$ cat src/rtl/sram_stage_sequencer.sv
// SRAM access sequencer: UART image load, then up to NUM_STAGES masked stages, then VGA readout.
// Optional per-stage watchdog is built when STAGE_WATCHDOG_EN is defined.
module sram_stage_sequencer #(
  parameter int unsigned NUM_STAGES      = 3,
  parameter int unsigned ADDR_W          = 18,
  parameter int unsigned DATA_W          = 16,
  parameter int unsigned TIMEOUT_CYCLES  = 50000000,
  parameter int unsigned WATCHDOG_CYCLES = 16777216
) (
  input  logic                         Clock_50,
  input  logic                         Resetn,
  input  logic                         Load_request,
  input  logic                         Run_request,
  input  logic [NUM_STAGES-1:0]        Stage_mask,
  output logic                         UART_initialize,
  output logic                         UART_enable,
  input  logic [ADDR_W-1:0]            UART_address,
  input  logic [DATA_W-1:0]            UART_write_data,
  input  logic                         UART_we_n,
  output logic [NUM_STAGES-1:0]        Stage_start,
  input  logic [NUM_STAGES-1:0]        Stage_finish,
  input  logic [NUM_STAGES*ADDR_W-1:0] Stage_address,
  input  logic [NUM_STAGES*DATA_W-1:0] Stage_write_data,
  input  logic [NUM_STAGES-1:0]        Stage_we_n,
  input  logic [ADDR_W-1:0]            VGA_address,
  output logic                         VGA_enable,
  output logic [ADDR_W-1:0]            SRAM_address,
  output logic [DATA_W-1:0]            SRAM_write_data,
  output logic                         SRAM_we_n,
  output logic [2:0]                   Active_stage,
  output logic [2:0]                   State_code,
  output logic                         Done,
  output logic                         Error
);

  localparam logic [2:0] S_IDLE      = 3'd0;
  localparam logic [2:0] S_UART_EN   = 3'd1;
  localparam logic [2:0] S_UART_WAIT = 3'd2;
  localparam logic [2:0] S_SELECT    = 3'd3;
  localparam logic [2:0] S_START     = 3'd4;
  localparam logic [2:0] S_RUN       = 3'd5;
  localparam logic [2:0] S_DONE      = 3'd6;

  localparam int unsigned TIMER_W = $clog2(TIMEOUT_CYCLES) + 1;
  localparam logic [TIMER_W-1:0] TIMER_MAX = TIMER_W'(TIMEOUT_CYCLES - 1);

  logic [2:0]            state_q, state_d;
  logic [NUM_STAGES-1:0] mask_q, mask_d;
  logic [TIMER_W-1:0]    timer_q;
  logic                  vga_d, uinit_d, uen_d, done_d;
  logic [2:0]            active_d;
  logic [NUM_STAGES-1:0] start_d;
  logic                  launch_c;
  logic [2:0]            launch_idx_c;
  logic                  first_found_c, next_found_c;
  logic [2:0]            first_idx_c, next_idx_c;
  logic                  fin_sel_c;
  logic [ADDR_W-1:0]     stage_addr_c;
  logic [DATA_W-1:0]     stage_data_c;
  logic                  stage_we_n_c;
  logic                  wd_expire_c;

  assign State_code = state_q;

  // Lowest enabled stage in the live mask, and next enabled stage above the active one.
  always_comb begin
    first_found_c = 1'b0;
    first_idx_c   = 3'd0;
    next_found_c  = 1'b0;
    next_idx_c    = 3'd0;
    for (int i = int'(NUM_STAGES) - 1; i >= 0; i--) begin
      if (Stage_mask[i]) begin
        first_found_c = 1'b1;
        first_idx_c   = 3'(i);
      end
      if (mask_q[i] && (i > int'(Active_stage))) begin
        next_found_c = 1'b1;
        next_idx_c   = 3'(i);
      end
    end
  end

  // Active-stage slice of the flattened client buses.
  always_comb begin
    fin_sel_c    = 1'b0;
    stage_addr_c = '0;
    stage_data_c = '0;
    stage_we_n_c = 1'b1;
    for (int i = 0; i < int'(NUM_STAGES); i++) begin
      if (Active_stage == 3'(i)) begin
        fin_sel_c    = Stage_finish[i];
        stage_addr_c = Stage_address[i*ADDR_W +: ADDR_W];
        stage_data_c = Stage_write_data[i*DATA_W +: DATA_W];
        stage_we_n_c = Stage_we_n[i];
      end
    end
  end

  always_comb begin
    SRAM_address    = VGA_address;
    SRAM_write_data = UART_write_data;
    SRAM_we_n       = 1'b1;
    case (state_q)
      S_UART_EN, S_UART_WAIT: begin
        SRAM_address    = UART_address;
        SRAM_write_data = UART_write_data;
        SRAM_we_n       = UART_we_n;
      end
      S_START, S_RUN: begin
        SRAM_address    = stage_addr_c;
        SRAM_write_data = stage_data_c;
        SRAM_we_n       = stage_we_n_c;
      end
      default: ;
    endcase
  end

  always_ff @(posedge Clock_50 or negedge Resetn) begin
    if (!Resetn) begin
      timer_q <= '0;
    end else if (UART_initialize || !UART_we_n) begin
      timer_q <= '0;
    end else if (timer_q != TIMER_MAX) begin
      timer_q <= timer_q + TIMER_W'(1);
    end
  end

`ifdef STAGE_WATCHDOG_EN
  localparam int unsigned WD_W = $clog2(WATCHDOG_CYCLES) + 1;
  localparam logic [WD_W-1:0] WD_MAX = WD_W'(WATCHDOG_CYCLES - 1);
  logic [WD_W-1:0] wd_q;

  always_ff @(posedge Clock_50 or negedge Resetn) begin
    if (!Resetn) begin
      wd_q <= '0;
    end else if (state_q == S_START) begin
      wd_q <= '0;
    end else if ((state_q == S_RUN) && (wd_q != WD_MAX)) begin
      wd_q <= wd_q + WD_W'(1);
    end
  end

  assign wd_expire_c = (wd_q == WD_MAX) && !fin_sel_c;

  // Sticky until the next accepted request.
  always_ff @(posedge Clock_50 or negedge Resetn) begin
    if (!Resetn) begin
      Error <= 1'b0;
    end else if ((state_q == S_IDLE) && (Load_request || Run_request)) begin
      Error <= 1'b0;
    end else if ((state_q == S_RUN) && wd_expire_c) begin
      Error <= 1'b1;
    end
  end
`else
  localparam int unsigned WATCHDOG_UNUSED = WATCHDOG_CYCLES;
  assign wd_expire_c = 1'b0;
  assign Error       = 1'b0;
`endif

  // Next state and registered-output values.
  always_comb begin
    state_d      = state_q;
    mask_d       = mask_q;
    active_d     = Active_stage;
    vga_d        = VGA_enable;
    uinit_d      = 1'b0;
    uen_d        = 1'b0;
    done_d       = 1'b0;
    launch_c     = 1'b0;
    launch_idx_c = Active_stage;
    case (state_q)
      S_IDLE: begin
        if (Load_request) begin
          uinit_d = 1'b1;
          vga_d   = 1'b0;
          state_d = S_UART_EN;
        end else if (Run_request) begin
          vga_d   = 1'b0;
          state_d = S_SELECT;
        end
      end
      S_UART_EN: begin
        uen_d   = 1'b1;
        state_d = S_UART_WAIT;
      end
      S_UART_WAIT: begin
        if ((timer_q == TIMER_MAX) && (UART_address != '0)) begin
          uinit_d = 1'b1;
          state_d = S_SELECT;
        end
      end
      S_SELECT: begin
        mask_d = Stage_mask;
        if (first_found_c) begin
          active_d     = first_idx_c;
          launch_c     = 1'b1;
          launch_idx_c = first_idx_c;
          state_d      = S_START;
        end else begin
          done_d  = 1'b1;
          state_d = S_DONE;
        end
      end
      S_START: begin
        state_d = S_RUN;
      end
      S_RUN: begin
        if (fin_sel_c) begin
          if (next_found_c) begin
            active_d     = next_idx_c;
            launch_c     = 1'b1;
            launch_idx_c = next_idx_c;
            state_d      = S_START;
          end else begin
            done_d  = 1'b1;
            state_d = S_DONE;
          end
        end else if (wd_expire_c) begin
          done_d  = 1'b1;
          state_d = S_DONE;
        end
      end
      S_DONE: begin
        vga_d   = 1'b1;
        state_d = S_IDLE;
      end
      default: begin
        state_d = S_IDLE;
      end
    endcase
    start_d = '0;
    for (int i = 0; i < int'(NUM_STAGES); i++) begin
      start_d[i] = launch_c && (launch_idx_c == 3'(i));
    end
  end

  always_ff @(posedge Clock_50 or negedge Resetn) begin
    if (!Resetn) begin
      state_q         <= S_IDLE;
      mask_q          <= '0;
      Active_stage    <= 3'd0;
      VGA_enable      <= 1'b1;
      UART_initialize <= 1'b0;
      UART_enable     <= 1'b0;
      Stage_start     <= '0;
      Done            <= 1'b0;
    end else begin
      state_q         <= state_d;
      mask_q          <= mask_d;
      Active_stage    <= active_d;
      VGA_enable      <= vga_d;
      UART_initialize <= uinit_d;
      UART_enable     <= uen_d;
      Stage_start     <= start_d;
      Done            <= done_d;
    end
  end

endmodule

$ cat config.mk
export PLATFORM = sky130hd
export DESIGN_NAME = sram_stage_sequencer
export DESIGN_NICKNAME = d
export VERILOG_FILES = /design/src/rtl/sram_stage_sequencer.sv
export SDC_FILE = /design/constraint.sdc
export NUM_CORES = 1
export LEC_CHECK = 0
export ABC_AREA = 0
export CORE_ASPECT_RATIO = 0.8
export CORE_MARGIN = 3
export CORE_UTILIZATION = 50
export DETAILED_ROUTE_END_ITERATION = 10
export DONT_BUFFER_PORTS = 1
export HOLD_SLACK_MARGIN = 0.15
export PLACE_DENSITY = 0.64
export SYNTH_ARGS = -nofsm -noshare
export SYNTH_HDL_FRONTEND = slang
export SYNTH_SLANG_ARGS = --single-unit
$ cat constraint.sdc
create_clock -name Clock_50 -period 3.3 [get_ports Clock_50]
set_input_delay 0.33 -clock Clock_50 [delete_from_list [all_inputs] [get_ports Clock_50]]
set_output_delay 0.33 -clock Clock_50 [all_outputs]
set_load 0.1 [all_outputs]
==> key figures, run 1 <==
Critical path
  • Largest stage delay on the critical path: 700 ps
  • Critical path data required time: 2970 ps
  • Kind of critical path: flip-flop to primary output
  • Category of the worst setup path capture point: primary output
  • Type of element launching the critical path: flip-flop
  • Critical-path maximum fanout: 24
  • Worst Path Arrival: 2380 ps
  • Critical Path Slowest Stage Cell: dfrtp_2
  • Cells traversed along the worst timing path: nand2_1 -> o221ai_1 -> o221ai_2 -> buf_12
  • Register-to-Register Setup Slack: 1150 ps

Timing
  • Tcrit/Tclk final: 82.1%
  • Final Max Slew Viols: 0
  • Relative slew slack: 32.6%
  • Final setup margin: 592 ps
  • Unrepaired setup endpoints after global routing: no
  • Final hold vios: 0
  • Worst Tran Pin Value: 1010 ps
  • Min Hold Slack: 187 ps
  • Worst clock skew: 7.90 ps
  • Peak Freq: 369 MHz
  • Minimum clock period: 2710 ps
  • Setup violation total in the final timing report: 0

Pwr
  • Total power draw: around 6.3 mW
  • Max rail drop VDD: 1.62 mV
  • Power per Cell Area: 1380 nW/um2
  • Static leakage: 1.93 nW

Logic synthesis
  • Most used flip-flop cell after synthesis: dfrtp_1
  • Mean post-synth cell area: 7.43 um2
  • Number of distinct library cells after synthesis: 54
  • Post-synthesis cell type with the largest combined area: dfrtp_1
  • Area fraction of the dominant cell type after synthesis: 29.1%
  • Synth Instances: 474
  • Post-synthesis async set-or-reset flop share: 100%
  • Register area share after synthesis: about 30%
  • Mapped cell area: 3520 um2
  • EDFF count, synth: 0
  • Leading cell types by total area after synthesis: dfrtp_1 (29%), o221ai_1 (9.2%), nand2_1 (8.3%)
  • Count of yosys warnings during synthesis: 0
  • Number of synthesized register bits: 42
  • Net count after synthesis: roughly 640

Cells and area
  • Share of layout cells above drive strength 1: 20.9%
  • Utilization of the core after routing: ~69%
  • Area Overhead vs Synth: 29.0%
  • Non-filler cells, final: 577
  • # fillers: around 510
  • Antenna cell count: 0
  • Nets: roughly 660

Clock tree
  • CTS Buf Count: 5
  • Clk_lat worst skew: 300 ps
  • H-tree levels: 2
  • CTS clock-pin slew for the worst setup and hold paths: 80 ps
  • TritonCTS clock tree: yes
  • Number of buffers on the longest clock path: 2
  • Number of clock sinks seen by CTS: 42
  • Master cell of the clock root buffer: clkbuf_8

Global route
  • Number of global-route vias before repair: 3,651
  • Routing usage on met3: 8.50%
  • Global route overflow: 0
  • Aggregate global-route resource usage: approximately 29%
  • Busiest layer in global routing: met2
  • Initial antenna violation count: 0
  • GR Util met2: between 40% and 50%
  • Global-route wire length before repair: 18.4 mm
  • GRT met1 Usage: 35.7%
  • Maximum number of pins on one net before global-route repair: 43

Hold path
  • Hold Path Class: primary input to flip-flop

Job
  • Maximum capacitance violations: 0

Routing
  • Via count of the routed design: 3,715
  • DRC violations left: 0
  • Drt total wl: 12.2 mm
  • Avg Vias per Cell: between 6 and 7
  • Count of TritonRoute iterations in the first routing pass: 6
  • Final ANT Viol Nets: 0
  • Routed WL per cell: ~21 um
  • Detailed Route Iter0 Violations: 225

Floorplan
  • Overall die width: 99.9 um
  • Overall die area: about 8000 um2
  • Starting utilization of the core area: a little over half
  • Area of the core region: roughly 6600 um2
  • I/O pin total: 217
  • Number of standard-cell rows in the floorplan: 26
  • Die extent in y: 81.1 um

Placement
  • Sum of net half-perimeters after detailed placement: 9.54 mm
  • DP Cell Count: 565
  • RD Place Congestion: 0.887
  • Count of buffers from port buffering: 0
  • Pre-CTS WS: 967 ps

Status
  • Status: finished clean
[cell usage in the layout, fill, tap and decap left out, types with 3 or more instances in the layout]
master and instances:
a21oi_1 27, and2_1 6, and3_1 3, buf_12 35
buf_4 13, clkbuf_1 3, clkbuf_8 5, dfrtp_1 39
dlygate4sd3_1 3, inv_1 23, mux2i_1 19, nand2_1 78
nand2b_1 4, nand3_1 12, nand4_1 5, nor2_1 53
nor2b_1 5, nor3_1 12, nor4_1 4, o21ai_0 25
o21ai_2 16, o221ai_1 18, o221ai_2 19, o31ai_1 3
xnor2_1 17, xor2_1 5
[power breakdown]
part | switching [mW] | internal [mW] | leakage (nW)
logic | 3.48 | 1.58 | 1.33
registers | 0.308 | 0.592 | 0.564
clock network | 0.175 | 0.150 | 0.0395
[area by class of cell]
type                    instances  area (um2)  area share, %
repair buffers                 51         828           18.2
well taps                      84         105           2.31
clock buffers                   8        80.1           1.76
multi-input cells             369        2390           52.6
inverters                      23        86.3           1.90
flip-flops and latches         42        1050           23.2
[sequential cells by signal, summed over array words and instances (netlist names)]
signal and count:
timer_q 27, mask_q 2, Stage_start 3, VGA_enable 1
UART_enable 1, UART_initialize 1, Done 1, State_code 3
Active_stage 3
[worst max-delay path: cells and delay by family (launching register included)]
kind	cells	cell delay [ps]
AOI/OAI and AO/OA	2	580
DFF	1	700
buffers and inverters	1	210
and+or+nand+nor	1	570
[layer usage]
| metal | share of wire [%] | wire length [um] |
|---|---|---|
| met2 | 50 | 6030 |
| met3 | 11 | 1340 |
| met1 | 37 | 4560 |
| met5 | 0 | 0 |
| met4 | 2.1 | 252 |
[synth_stat cells, types with 4 or more instances]
master / number
buf_1: 6
nor3_1: 12
o21ai_0: 41
buf_2: 13
nand3_1: 12
nand2b_1: 5
nor2_1: 54
and2_1: 6
dfrtp_1: 41
inv_1: 23
nor4_1: 4
o221ai_1: 37
xor2_1: 5
nor2b_1: 5
nand2_1: 78
mux2i_1: 19
nand4_1: 5
a21oi_1: 27
clkbuf_1: 17
xnor2_1: 17
[timing repair]
item	CTS	global route
hold buffers	4	0
hold endpoints to repair	44	0
setup buffers	0	0
gates resized for setup	0	0
[metrics by stage]
step	setup TNS, ps	cell area (um2)
floorplan	-2940	3650
global placement	0	4420
detailed placement	0	4420
CTS	0	4550
global route	0	4550
finish	0	4550
[path summary, 6_finish.rpt]
path | from | end | depth (start not counted)
hold reg to reg | mask_q[2] | mask_q[2] | 2
max in group asynchronous | Resetn | VGA_enable | 2
hold / removal | Load_request | UART_initialize | 2
setup reg to reg | Active_stage[0] | Done | 5
min in group asynchronous | Resetn | timer_q[21] | 2
setup / recovery | Active_stage[1] | SRAM_address[12] | 4
[cells by family after synthesis]
group	synth area share, %
simple gates	28.2
compound gates	23.0
buf+inv	7.63
flops	29.9
xor+xnor	5.47
mux	5.40
fa+ha+maj	0.355
other cells	0.106
(Power assumes the default switching activity.)
==> run 2, diff against run 1 <==
--- a/config.mk
+++ b/config.mk
@@ -12,7 +12,7 @@
 export DETAILED_ROUTE_END_ITERATION = 10
 export DONT_BUFFER_PORTS = 1
 export HOLD_SLACK_MARGIN = 0.15
-export PLACE_DENSITY = 0.64
+export PLACE_DENSITY = 0.67
 export SYNTH_ARGS = -nofsm -noshare
 export SYNTH_HDL_FRONTEND = slang
 export SYNTH_SLANG_ARGS = --single-unit
==> constraint.sdc (replaced) <==
create_clock -name Clock_50 -period 2.48 [get_ports Clock_50]
set_input_delay 0.248 -clock Clock_50 [delete_from_list [all_inputs] [get_ports Clock_50]]
set_output_delay 0.248 -clock Clock_50 [all_outputs]
set_load 0.1 [all_outputs]
==> run 2 against run 1 <==
Register-to-register slack worse by 720 ps; sequential cell count stayed put; non-clock buffer count grew 5; first-iteration DRC count increased by 7.1%; core utilization is 6.8 points higher; clock-buffer cell count shrank 2; global-route usage hardly changed; critical endpoint is now SRAM_address[3].
==> key figures, run 2 (synthesized netlist as in run 1, its figures left out) <==
Clock tree
  • Buffers inserted during post-CTS setup optimization: 0
  • Number of buffers on the longest clock path: 2
  • TritonCTS clock tree: yes
  • Number of hold buffers added after CTS: 5
  • CTS clock-pin slew for the worst setup and hold paths: 90 ps
  • Master cell of the clock root buffer: clkbuf_8
  • Post-CTS sizing: 0
  • CTS Buf Count: 5
  • Clk_lat worst skew: approximately 300 ps
  • H-tree levels: 2
  • Number of clock sinks seen by CTS: 42

Critical path
  • Critical Path Slowest Stage Cell: dfrtp_4
  • Type of element launching the critical path: flip-flop
  • Critical path data required time: 2230 ps
  • Category of the worst setup path capture point: primary output
  • Largest stage delay on the critical path: 610 ps
  • Cells traversed along the worst timing path: or2_2 -> o221ai_1 -> o221ai_4 -> buf_12
  • Worst Path Arrival: between 2000 and 2500 ps
  • Kind of critical path: flip-flop to primary output
  • Critical-path maximum fanout: 30

Cells and area
  • Nets: 666
  • Share of layout cells above drive strength 1: 23.3%
  • Largest register by flop count: timer_q
  • Antenna cell count: 0
  • Flip-flop count of the largest register after layout: 27
  • # fillers: 481
  • Commonest non-fill, non-tap cells in the layout: nand2_1 (77), nor2_1 (53), buf_12 (38)
  • Area Overhead vs Synth: 41.8%
  • Most common cell after layout, fill and taps aside: nand2_1

Routing
  • Count of TritonRoute iterations in the first routing pass: 4
  • Avg Vias per Cell: 6.42
  • DRC violations left: 0
  • Via count of the routed design: 3,736
  • Final ANT Viol Nets: 0
  • Drt total wl: around 12 mm
  • Detailed Route Iter0 Violations: 241
  • Routed WL per cell: 21.5 um

Status
  • Status: finished clean

Floorplan
  • I/O pin total: 217
  • Overall die area: 8100 um2
  • Number of standard-cell rows in the floorplan: 26
  • Overall die width: around 100 um
  • Starting utilization of the core area: 53.4%
  • Die extent in y: 81.1 um
  • Area of the core region: 6600 um2

Timing
  • Setup TNS Final: 0 ps
  • Worst clock skew: 8.70 ps
  • Final Max Slew Viols: 0
  • Unrepaired setup endpoints after global routing: no
  • Peak Freq: 419 MHz
  • Final hold vios: 0
  • Relative slew slack: 40.8%
  • Setup violation total in the final timing report: 0
  • Worst Tran Pin Value: 889 ps
  • Tcrit/Tclk final: 96.2%
  • Minimum clock period: between 2000 and 2500 ps

Global route
  • Global-route wire length before repair: 18.3 mm
  • Maximum number of pins on one net before global-route repair: 43
  • Aggregate global-route resource usage: between 20 and 30%
  • Initial antenna violation count: 0
  • Number of global-route vias before repair: between 3,000 and 4,000
  • Global route overflow: 0

Hold path
  • Hold Path Class: primary input to flip-flop

Job
  • Maximum capacitance violations: 0

Placement
  • Sum of net half-perimeters after detailed placement: 10.0 mm
  • Count of buffers from port buffering: 0
  • RD Place Congestion: 0.865
-- run 2: worst paths after layout --
check | end | cells past startpoint | from | slack, ps
worst max-delay path | SRAM_address[3] | 4 | Active_stage[0] | 90
worst min-delay path | State_code[0] | 2 | Run_request | 180
worst max register to register | Stage_start[1] | 5 | Active_stage[1] | 430
worst min register to register | mask_q[2] | 2 | mask_q[2] | 540
max in group asynchronous | VGA_enable | 2 | Resetn | 1820
min in group asynchronous | Stage_start[1] | 2 | Resetn | 400
-- run 2: critical path: cells and delay by family (launching register included) --
kind	cells	cell delay, ps
AND/OR/NAND/NOR	1	500
AO/OA/AOI/OAI	2	530
buffers and inverters	1	190
flip-flops	1	610
-- run 2: through the flow --
stage / std cells / instance area, um2 / hold slack, ps / setup WS, ps / utilization (%)
finish: 582 / 5000 / 184 / 93.8 / 75.7
global route: 582 / 5000 / 210 / 8.88 / 75.7
CTS: 582 / 5000 / 186 / 94.5 / 75.7
detailed placement: 569 / 4840 / -46.6 / 426 / 73.3
global placement: 569 / 4840 / -46.6 / 458 / 73.3
floorplan: 474 / 4080 / -47.6 / 6.65 / -
-- run 2: layer usage --
| layer | share of wire, % | wire, um | up-vias | global-route usage [%] |
|---|---|---|---|---|
| met5 | 0 | 0 | - | 0 |
| met4 | 1.5 | 186 | 0 | 6.68 |
| met3 | 10 | 1260 | 18 | 8.41 |
| met2 | 48 | 6020 | 212 | 46.7 |
| met1 | 40 | 5030 | 1775 | 37.7 |
| li1 | - | - | 1731 | - |
-- run 2: area by class of cell --
class	count	area [um2]	share of cell area, %
inverter	23	86.3	1.73
clock buffer	6	82.6	1.65
timing repair buffer	56	906	18.1
tap	84	105	2.10
multi-input combinational	369	2740	54.7
sequential	42	1070	21.4
clock inverter	2	12.5	0.250
Power of run 2 is left out: the tool's default activity adds up to more than one toggle a clock period on the data nets, which glitch-free logic cannot reach.
==> run 3, diff against run 2 <==
--- a/config.mk
+++ b/config.mk
@@ -7,12 +7,13 @@
 export LEC_CHECK = 0
 export ABC_AREA = 0
 export CORE_ASPECT_RATIO = 0.8
-export CORE_MARGIN = 3
 export CORE_UTILIZATION = 50
 export DETAILED_ROUTE_END_ITERATION = 10
 export DONT_BUFFER_PORTS = 1
+export GPL_TIMING_DRIVEN = 1
 export HOLD_SLACK_MARGIN = 0.15
 export PLACE_DENSITY = 0.67
+export RECOVER_POWER = 100
 export SYNTH_ARGS = -nofsm -noshare
 export SYNTH_HDL_FRONTEND = slang
 export SYNTH_SLANG_ARGS = --single-unit
==> run 3 against run 2 <==
Core utilization down 5.6 points; sequential share of layout area up 1.7 points; cell area down 7.3%; clock skew down 0.64 ps; critical path depth up 1; setup slack worse by 17 ps; first-iteration DRC count unchanged; sequential cell count unchanged; non-clock buffer count up 1; highest routed layer unchanged.
==> key figures, run 3 (synthesized netlist as in run 1, its figures left out) <==
Global route
  • Global route overflow: 0
  • Global-route wire length before repair: 19.1 mm
  • Number of global-route vias before repair: 3,887
  • Aggregate global-route resource usage: 33.5%
  • Initial antenna violation count: 0
  • Maximum number of pins on one net before global-route repair: 43

Critical path
  • Register-to-Register Setup Slack: between 200 and 300 ps
  • Kind of critical path: flip-flop to primary output
  • Category of the worst setup path capture point: primary output
  • Type of element launching the critical path: flip-flop
  • Critical path data required time: 2230 ps
  • Critical-path maximum fanout: 15
  • Worst Path Arrival: 2160 ps

Cells and area
  • Largest register by flop count: timer_q
  • Area Overhead vs Synth: 31.4%
  • Share of layout cells above drive strength 1: about a fifth
  • Commonest non-fill, non-tap cells in the layout: nand2_1 (78), nor2_1 (53), dfrtp_1 (36)
  • Area taken by flip-flops and latches: ~1100 um2
  • Flip-flop count of the largest register after layout: 27
  • Most common cell after layout, fill and taps aside: nand2_1
  • # fillers: around 570
  • Nets: between 600 and 700
  • Antenna cell count: 0
  • Multi-input combinational cell area: 2680 um2

Routing
  • Detailed Route Iter0 Violations: approximately 240
  • DRC violations left: 0
  • Via count of the routed design: 3,794
  • Avg Vias per Cell: 6.51
  • Routed WL per cell: 21.5 um
  • Count of TritonRoute iterations in the first routing pass: 5
  • Final ANT Viol Nets: 0
  • Drt total wl: 12.5 mm

Clock tree
  • Clk_lat worst skew: 300 ps
  • Buffers inserted during post-CTS setup optimization: 0
  • H-tree levels: 2
  • CTS clock-pin slew for the worst setup and hold paths: 80 ps
  • Number of buffers on the longest clock path: 2
  • Master cell of the clock root buffer: clkbuf_8
  • CTS Buf Count: 5
  • TritonCTS clock tree: yes
  • Number of clock sinks seen by CTS: 42

Floorplan
  • Number of standard-cell rows in the floorplan: 26
  • Area of the core region: 6600 um2
  • I/O pin total: 217
  • Overall die area: approximately 7400 um2
  • Die extent in y: slightly below 80 um
  • Starting utilization of the core area: between 50 and 60%
  • Overall die width: around 96 um

Timing
  • Final hold vios: 0
  • Minimum clock period: 2400 ps
  • Setup TNS Final: 0 ps
  • Peak Freq: 416 MHz
  • Unrepaired setup endpoints after global routing: no
  • Final Max Slew Viols: 0
  • Setup violation total in the final timing report: 0
  • Tcrit/Tclk final: 96.9%
  • Worst clock skew: around 8 ps
  • Relative slew slack: 11.0%
  • Worst Tran Pin Value: 1340 ps
  • Min Hold Slack: 167 ps

Placement
  • RD Place Congestion: around 0.9
  • Sum of net half-perimeters after detailed placement: between 9 and 10 mm
  • Count of buffers from port buffering: 0

Hold path
  • Hold Path Class: primary input to flip-flop

Job
  • Maximum capacitance violations: 0

Status
  • Status: finished clean
==> run 3: cell count changes in the layout (fill, tap and decap cells not counted), sizes merged <==
| cell | delta |
|---|---|
| clkbuf | +8 |
| buf | -6 |
| clkinvlp | -1 |
==> run 3: metrics by stage <==
step,util (%),instance area [um2],setup WS [ps],instances
floorplan,-,4080,6.65,474
global placement,73.4,4850,422,570
detailed placement,73.4,4850,403,570
CTS,75.7,5000,60.7,583
global route,70.1,4630,18.6,583
finish,70.1,4630,76.8,583
==> run 3: routing by layer <==
metal / global-route usage [%] / up-vias / share of wire, %
li1: - / 1729 / -
met1: 40.2 / 1809 / 38
met2: 57.0 / 222 / 50
met3: 7.84 / 34 / 8.5
met4: 13.7 / 0 / 2.9
met5: 0 / - / 0
==> run 3: worst paths after layout <==
kind,depth (start not counted),from,endpoint
worst max register to register,6,timer_q[0],timer_q[1]
worst min register to register,2,timer_q[21],timer_q[21]
min in group asynchronous,2,Resetn,Stage_start[1]
worst max-delay path,5,State_code[2],SRAM_address[6]
max in group asynchronous,2,Resetn,State_code[0]
worst min-delay path,2,Stage_mask[0],Done
==> run 3: repair_timing <==
| item | in CTS | in global routing |
|---|---|---|
| endpoints found under the setup margin | 0 | 6 |
| resized for setup | 0 | 2 |
| hold buffers | 5 | 0 |
| endpoints found under the hold margin | 45 | 0 |
==> run 3: layout make-up <==
cell class	instances	area share, %
inverters	23	1.86
clock buffers	7	1.86
clock inverters	1	0.108
multi-input cells	369	57.8
flip-flops and latches	42	23.1
well taps	84	2.27
repair buffers	57	13.1
==> run 3: worst max-delay path, stage by stage (launching register included) <==
cell      delay [ps]
dfrtp_4          530
nor2b_2          350
nand2b_4         230
buf_4            270
o221ai_4         210
buf_6            250
Power of run 3 is left out for the same reason.
